**config.mk**
```make
export PLATFORM = sky130hd
export DESIGN_NAME = serial_sub
export DESIGN_NICKNAME = d
export VERILOG_FILES = /design/src/rtl/serial_sub_pkg.sv /design/src/rtl/full_sub_bit.sv /design/src/rtl/serial_sub.sv
export SDC_FILE = /design/constraint.sdc
export NUM_CORES = 1
export LEC_CHECK = 0
export CAP_MARGIN = 20
export CORE_ASPECT_RATIO = 0.7
export CORE_MARGIN = 8
export CORE_UTILIZATION = 54
export CTS_BUF_LIST = sky130_fd_sc_hd__clkbuf_8
export DETAILED_ROUTE_END_ITERATION = 10
export PLACE_DENSITY = 0.8
export SLEW_MARGIN = 20
export SYNTH_ARGS = -nofsm -noshare
export SYNTH_HDL_FRONTEND = slang
export SYNTH_SLANG_ARGS = --single-unit
```
**constraint.sdc**
```tcl
create_clock -name clk -period 1.9 [get_ports clk]
set_input_delay 0.38 -clock clk [delete_from_list [all_inputs] [get_ports clk]]
set_output_delay 0.38 -clock clk [all_outputs]
set_load 0.02 [all_outputs]
```
**src/rtl/serial_sub_pkg.sv**
```systemverilog
// Shared definitions for the bit-serial subtractor: FSM state encoding and default width.
package serial_sub_pkg;

    localparam int W_DEFAULT = 8;

    typedef enum logic [1:0] {
        ST_IDLE = 2'd0,
        ST_RUN  = 2'd1,
        ST_DONE = 2'd2
    } state_e;

endpackage

```
**src/rtl/full_sub_bit.sv**
```systemverilog
// One-bit full subtractor cell: d = a - b - bin, with borrow out.
module full_sub_bit (
    input  logic a_i,
    input  logic b_i,
    input  logic bin_i,
    output logic d_o,
    output logic bout_o
);

    assign d_o    = a_i ^ b_i ^ bin_i;
    assign bout_o = (~a_i & b_i) | (~(a_i ^ b_i) & bin_i);

endmodule

```
**src/rtl/serial_sub.sv**
```systemverilog
// Bit-serial W-bit subtractor D = A - B, LSB first, one bit per clock through a single
// full-subtractor cell, started by a start pulse and finished with a one-cycle done pulse.
module serial_sub
    import serial_sub_pkg::*;
#(
    parameter int W  = W_DEFAULT,
    parameter int CW = $clog2(W) + 1
) (
    input  logic         clk,
    input  logic         rst,
    input  logic         start,
    input  logic [W-1:0] A,
    input  logic [W-1:0] B,
    output logic         busy,
    output logic         done,
    output logic [W-1:0] qD,
    output logic         qBout
);

    state_e          state_q, state_d;
    logic [W-1:0]    sa_q, sa_d;
    logic [W-1:0]    sb_q, sb_d;
    // Upper W-1 result bits collected so far; the newest bit joins at the top.
    logic [W-2:0]    sr_q, sr_d;
    logic            borrow_q, borrow_d;
    logic [CW-1:0]   cnt_q, cnt_d;
    logic [W-1:0]    qd_q, qd_d;
    logic            qbout_q, qbout_d;
    logic            busy_q, busy_d;
    logic            done_q, done_d;

    logic            d_s;
    logic            bout_s;
    logic [W-1:0]    sr_ext_s;

    full_sub_bit u_cell (
        .a_i    (sa_q[0]),
        .b_i    (sb_q[0]),
        .bin_i  (borrow_q),
        .d_o    (d_s),
        .bout_o (bout_s)
    );

    assign sr_ext_s = {d_s, sr_q};

    // Next-state, datapath and output-register update logic.
    always_comb begin
        state_d  = state_q;
        sa_d     = sa_q;
        sb_d     = sb_q;
        sr_d     = sr_q;
        borrow_d = borrow_q;
        cnt_d    = cnt_q;
        qd_d     = qd_q;
        qbout_d  = qbout_q;

        case (state_q)
            ST_IDLE: begin
                if (start) begin
                    sa_d     = A;
                    sb_d     = B;
                    borrow_d = 1'b0;
                    cnt_d    = {CW{1'b0}};
                    state_d  = ST_RUN;
                end else begin
                    state_d  = ST_IDLE;
                end
            end
            ST_RUN: begin
                sa_d     = {1'b0, sa_q[W-1:1]};
                sb_d     = {1'b0, sb_q[W-1:1]};
                sr_d     = sr_ext_s[W-1:1];
                borrow_d = bout_s;
                cnt_d    = cnt_q + {{(CW-1){1'b0}}, 1'b1};
                if (cnt_q == CW'(W - 1)) begin
                    qd_d    = sr_ext_s;
                    qbout_d = bout_s;
                    state_d = ST_DONE;
                end else begin
                    state_d = ST_RUN;
                end
            end
            ST_DONE: begin
                state_d = ST_IDLE;
            end
            default: begin
                state_d = ST_IDLE;
            end
        endcase

        // Status flags are registered decodes of the state being entered.
        busy_d = (state_d != ST_IDLE);
        done_d = (state_d == ST_DONE);
    end

    // State, datapath and output registers with asynchronous clear.
    always_ff @(posedge clk or posedge rst) begin
        if (rst) begin
            state_q  <= ST_IDLE;
            sa_q     <= {W{1'b0}};
            sb_q     <= {W{1'b0}};
            sr_q     <= {(W-1){1'b0}};
            borrow_q <= 1'b0;
            cnt_q    <= {CW{1'b0}};
            qd_q     <= {W{1'b0}};
            qbout_q  <= 1'b0;
            busy_q   <= 1'b0;
            done_q   <= 1'b0;
        end else begin
            state_q  <= state_d;
            sa_q     <= sa_d;
            sb_q     <= sb_d;
            sr_q     <= sr_d;
            borrow_q <= borrow_d;
            cnt_q    <= cnt_d;
            qd_q     <= qd_d;
            qbout_q  <= qbout_d;
            busy_q   <= busy_d;
            done_q   <= done_d;
        end
    end

    assign busy  = busy_q;
    assign done  = done_q;
    assign qD    = qd_q;
    assign qBout = qbout_q;

endmodule

```
==> results of run 1 <==
## logic make-up (layout without fill, tap and decap cells)
group                      count (synthesis)  count (layout)  share of synthesized area [%]
AOI/OAI and AO/OA                         42              42                           15.7
adders and majority gates                  2               2                           1.91
buffers and inverters                     14              50                           3.46
DFF                                       41              41                           60.3
muxes                                      9               9                           5.88
and+or+nand+nor                           49              49                           12.8
## cells in the mapped netlist (3+ instances only)
| master | number |
|---|---|
| o21ai_0 | 18 |
| clkbuf_1 | 3 |
| nand2_1 | 38 |
| dfrtp_1 | 41 |
| a22oi_1 | 14 |
| nor2b_1 | 5 |
| inv_1 | 6 |
| buf_2 | 5 |
| a21oi_1 | 3 |
| mux2_2 | 8 |
## routing by layer
layer | GRT usage [%] | wire length [um] | up-vias
met4 | 4.59 | 27 | 0
li1 | - | - | 611
met5 | 0 | 0 | -
met2 | 20.8 | 1700 | 30
met3 | 5.21 | 192 | 4
met1 | 18.5 | 1710 | 636
## how the worst min path moves through the flow
stage | from | end | slack [ps] | cells after the start
finish | sr_q[0] | sr_q[0] | 480 | 2
global route | sa_q[5] | sa_q[5] | 510 | 2
CTS | sr_q[0] | sr_q[0] | 480 | 2
detailed placement | sr_q[0] | sr_q[0] | 460 | 2
global placement | sr_q[0] | sr_q[0] | 460 | 2
floorplan | sr_q[0] | sr_q[0] | 440 | 2
## metrics by stage
step	utilization [%]	worst slack (ps)	hold WS, ps	total power [mW]
2_1_floorplan	-	424	440	2.24
3_3_place_gp	66.7	221	460	2.67
3_5_place_dp	66.7	117	463	2.75
4_1_cts	69.3	169	480	3.29
5_1_grt	69.3	80.2	510	3.49
6_report	69.3	159	478	3.26
## worst reg2reg max path, cell delays in order, from the launching register on
cell	delay [ps]
dfrtp_1	420
ha_1	210
nand2_1	140
nor3_4	460
mux2_2	400
## state kept, by name (all words and copies together), names as in the netlist
register / flops
qD: 8
sa_q: 8
sb_q: 8
sr_q: 7
cnt_q: 4
state_q: 2
borrow_q: 1
busy: 1
done: 1
qBout: 1
## layout make-up
cell class / count / share of cell area, %
Clock buffer: 5 / 3.22
Clock inverter: 3 / 0.644
Inverter: 6 / 1.05
Multi-Input combinational cell: 102 / 28.8
Sequential cell: 41 / 48.0
Tap cell: 38 / 2.22
Timing Repair Buffer: 36 / 16.0
## power by group through the flow
stage               Sequential [mW]  Clock (mW)  Combinational, mW
finish                         1.48       0.535               1.25
floorplan                      1.53           0              0.711
global route                   1.52       0.579               1.38
detailed placement             1.49           0               1.27
CTS                            1.48       0.548               1.26
global placement               1.46           0               1.21
==> results.toml, run 1 <==
[run_status]
outcome = "finished, final reports clean"

[layout]
finalNonFillerCells = 231
final_area_mm2 = 0.00214
layout_commonest_cell = "dfrtp_1"
n_fill_cell = 211
nets = 213
antennaDiodeCount = 0
drive_above_1_share_pct = 11.9
most-common-layout-cells = "dfrtp_1, nand2_1, clkdlybuf4s50_1"
multi_input_area_um2 = 617
syn_to_final_growth_pct = 25.7
seq_area_mm2 = 0.00103

[setup_path]
cp.depth = 4
worstReg2RegEnd = "qD[2]"
start_kind = "flip-flop"
crit_family = "simple AND/OR/NAND/NOR gates"
critPathMaxStageDelay_ps = 460
path_class = "flip-flop to flip-flop"
r2r_start = "cnt_q[0]"
rrSetupSlack_ps = 160
critPathCaptureType = "flip-flop"
crit_fanout = 10
crit_path_end = "qD[2]"
required_ps = 2070
crit_start = "cnt_q[0]"
critPathSlowestCell = "nor3_4"
critPathArrivalTime_ps = 1910
path_buf_inv = 0
reg2reg_depth = 4
worstPathCellList = "ha_1, nand2_1, nor3_4, mux2_2"

[floorplan]
die_h_um = 63.0
fp-row-count = 17
boundaryPins = 30
core_region_area_mm2 = 0.00308
die_area_mm2 = 0.00523
initial_core_util_pct = 55.2
die_w_um = 83.1

[routing]
drt_pass1_iterations = 4
wl_per_cell_um = 15.7
drt_iter0_markers = 127
post-route-drc-count = 0
ant_nets = 0
drt_wl_total_um = 3630
vias = 1281
avgViaCountPerCell = 5.55

[sta]
slew_violations = 0
tightest_slew_ps = 546
final.setup.tns_ps = 0
max-slew-margin-rel_pct = 63.5
hold_viol = 0
fmax_mhz = 574
finClkSkew_ps = 8.50
setup_viol = 0
post-route-period-util_pct = 91.7
fin_crit_ps = 1740
grt_setup_unrepaired = "no"

[logic_synthesis]
syn-instance-count = 157
async_flop_share_pct = 100
yosysTopAreaCell = "dfrtp_1"
synth_top_area_share_pct = 60.3
synth_edf_count = 0
ys_seq_area_share_pct = 60.3
synth_area_per_cell_um2 = 10.8
synthTopCellsByArea = "dfrtp_1, nand2_1, a22oi_1"
ys_ff_latch = 41
synthFlopType = "dfrtp_1"
ys_types = 26
syn-cell-area_mm2 = 0.00170
yosysWarnings = 0
synth_nets = 178

[power_and_ir_drop]
p_seq_share_pct = 45.3
combPwrFrac_pct = 38.4
peakVddDrop_mv = 0.806
powerDensity_mw_per_mm2 = 1530
p_int_mw = 2.06
pwr-share-clk_pct = 16.4
switchingPower_mw = 1.20
switching_share_pct = 36.8
p_leak_nw = 0.961

[job]
drv_cap = 0

[cts]
clockBufferDepth = 2
cts_hold_buffers = 0
cts_resized = 0
cts_setup_buffers = 0
h-tree-depth = 2
root_buffer = "clkbuf_8"
clkTransAtPathRegs_ps = 70
cts_buffers = 5
clock_latency_ps = 290
clock-sinks = 41
cts_tree = "done"

[place]
dp_cells = 223
gp_congestion = 0.887
place_hpwl_um = 2570
dpl_cell_area_mm2 = 0.00206
io_buffers = 29

[global_route]
grt_max_degree = 42
antenna_found_initial = 0
grt_pass1_vias = 1276
gr-usage-all-layers_pct = 14.1
grt_pass1_wl_um = 6150
gr-total-overflow = 0

[min_path]
hold_path_class = "flip-flop to flip-flop"
Power figures use the tool's default switching activity.
==> inputs of run 2 (changes only) <==
--- a/config.mk
+++ b/config.mk
@@ -11,8 +11,9 @@
 export CORE_UTILIZATION = 54
 export CTS_BUF_LIST = sky130_fd_sc_hd__clkbuf_8
 export DETAILED_ROUTE_END_ITERATION = 10
+export MAX_ROUTING_LAYER = met4
 export PLACE_DENSITY = 0.8
-export SLEW_MARGIN = 20
+export SLEW_MARGIN = 40
 export SYNTH_ARGS = -nofsm -noshare
 export SYNTH_HDL_FRONTEND = slang
 export SYNTH_SLANG_ARGS = --single-unit
==> run 2 against run 1 <==
Effect of this change: total power up 0.12%; utilization unchanged; count of clock-buffer cells in the layout is the same; highest routed layer unchanged.
==> results.toml, run 2 (synthesis gave the netlist of run 1 again) <==
[floorplan]
die_area_mm2 = 0.00523
die_w_um = 83.1
core_region_area_mm2 = 0.00308
die_h_um = 63.0
boundaryPins = 30
fp-row-count = 17
initial_core_util_pct = 55.2

[power_and_ir_drop]
powerDensity_mw_per_mm2 = 1530
p_leak_nw = 0.961
peakVddDrop_mv = 0.809

[global_route]
grt_max_degree = 42
grt_pass1_vias = 1274
gr-usage-all-layers_pct = 14.5
antenna_found_initial = 0
grt_pass1_wl_um = 6150
gr-total-overflow = 0

[cts]
cts_setup_buffers = 0
cts_hold_buffers = 0
cts_buffers = 5
cts_tree = "done"
clock-sinks = 41
cts_resized = 0
clkTransAtPathRegs_ps = 80
clock_latency_ps = 290
clockBufferDepth = 2
root_buffer = "clkbuf_8"
h-tree-depth = 2

[routing]
vias = 1274
wl_per_cell_um = 15.7
ant_nets = 0
post-route-drc-count = 0
drt_pass1_iterations = 4
drt_wl_total_um = 3620
avgViaCountPerCell = 5.52
drt_iter0_markers = 127

[run_status]
outcome = "finished, final reports clean"

[layout]
final_area_mm2 = 0.00214
n_fill_cell = 211
drive_above_1_share_pct = 11.9
nets = 213
syn_to_final_growth_pct = 25.7
antennaDiodeCount = 0
layout_commonest_cell = "dfrtp_1"
most-common-layout-cells = "dfrtp_1, nand2_1, clkdlybuf4s50_1"

[sta]
grt_setup_unrepaired = "no"
slew_violations = 0
max-slew-margin-rel_pct = 64.9
post-route-period-util_pct = 90.5
tightest_slew_ps = 525
finClkSkew_ps = 9.12
fmax_mhz = 582
fin_crit_ps = 1720
setup_viol = 0
hold_viol = 0
final.setup.worst_slack_ps = 181
final.setup.tns_ps = 0

[place]
dpl_cell_area_mm2 = 0.00206
place_hpwl_um = 2570
place_ws_ps = 117
io_buffers = 29
gp_congestion = 0.902

[setup_path]
start_kind = "flip-flop"
critPathMaxStageDelay_ps = 440
required_ps = 2070
crit_family = "simple AND/OR/NAND/NOR gates"
path_buf_inv = 0
critPathArrivalTime_ps = 1890
critPathCaptureType = "flip-flop"
crit_fanout = 10
path_class = "flip-flop to flip-flop"
worstPathCellList = "ha_1, nand2_1, nor3_4, mux2_2"
critPathSlowestCell = "nor3_4"

[min_path]
hold_path_class = "flip-flop to flip-flop"

[job]
drv_cap = 0
## run 2: where the power goes
group | leakage [nW] | switching, mW | internal [mW]
Clock | 0.0491 | 0.289 | 0.249
Sequential | 0.524 | 0.253 | 1.22
Combinational | 0.387 | 0.663 | 0.591
## run 2: worst min-delay path: cells and delay by family (launching register included)
kind	cells	cell delay [ps]
DFF	1	350
and+or+nand+nor	2	100
## run 2: final cells by class
cell class | count | area [um2] | share of cell area, %
multi-input cells | 102 | 617 | 28.8
well taps | 38 | 47.5 | 2.22
repair buffers | 36 | 343 | 16.0
inverters | 6 | 22.5 | 1.05
clock buffers | 5 | 68.8 | 3.22
flip-flops and latches | 41 | 1030 | 48.0
clock inverters | 3 | 13.8 | 0.644
## run 2: per-stage QoR
stage	hold slack, ps	total power, mW	cells	util (%)
after CTS	480	3.29	231	69.3
after detailed placement	463	2.75	223	66.7
final	478	3.27	231	69.3
after floorplan	440	2.24	157	-
after global routing	510	3.48	231	69.3
after global placement	460	2.67	223	66.7
## run 2: layer usage
metal  vias to the layer above  wire (um)  track usage, %  part of all wire [%]
met5                         -          0               -                     0
li1                        610          -               -                     -
met3                         2        129            4.30                   3.6
met1                       638       1770            19.0                    49
met2                        24       1700            20.8                    47
met4                         0         14            4.59                  0.39
## run 2: worst paths after layout
kind | startpoint | end | slack (ps) | cells past startpoint
worst min register to register | sr_q[0] | sr_q[0] | 480 | 2
max in group asynchronous | rst | sa_q[0] | 1030 | 3
worst min-delay path | sr_q[0] | sr_q[0] | 480 | 2
worst max register to register | cnt_q[0] | qD[2] | 180 | 4
min in group asynchronous | rst | sb_q[6] | 520 | 3
worst max-delay path | cnt_q[0] | qD[2] | 180 | 4
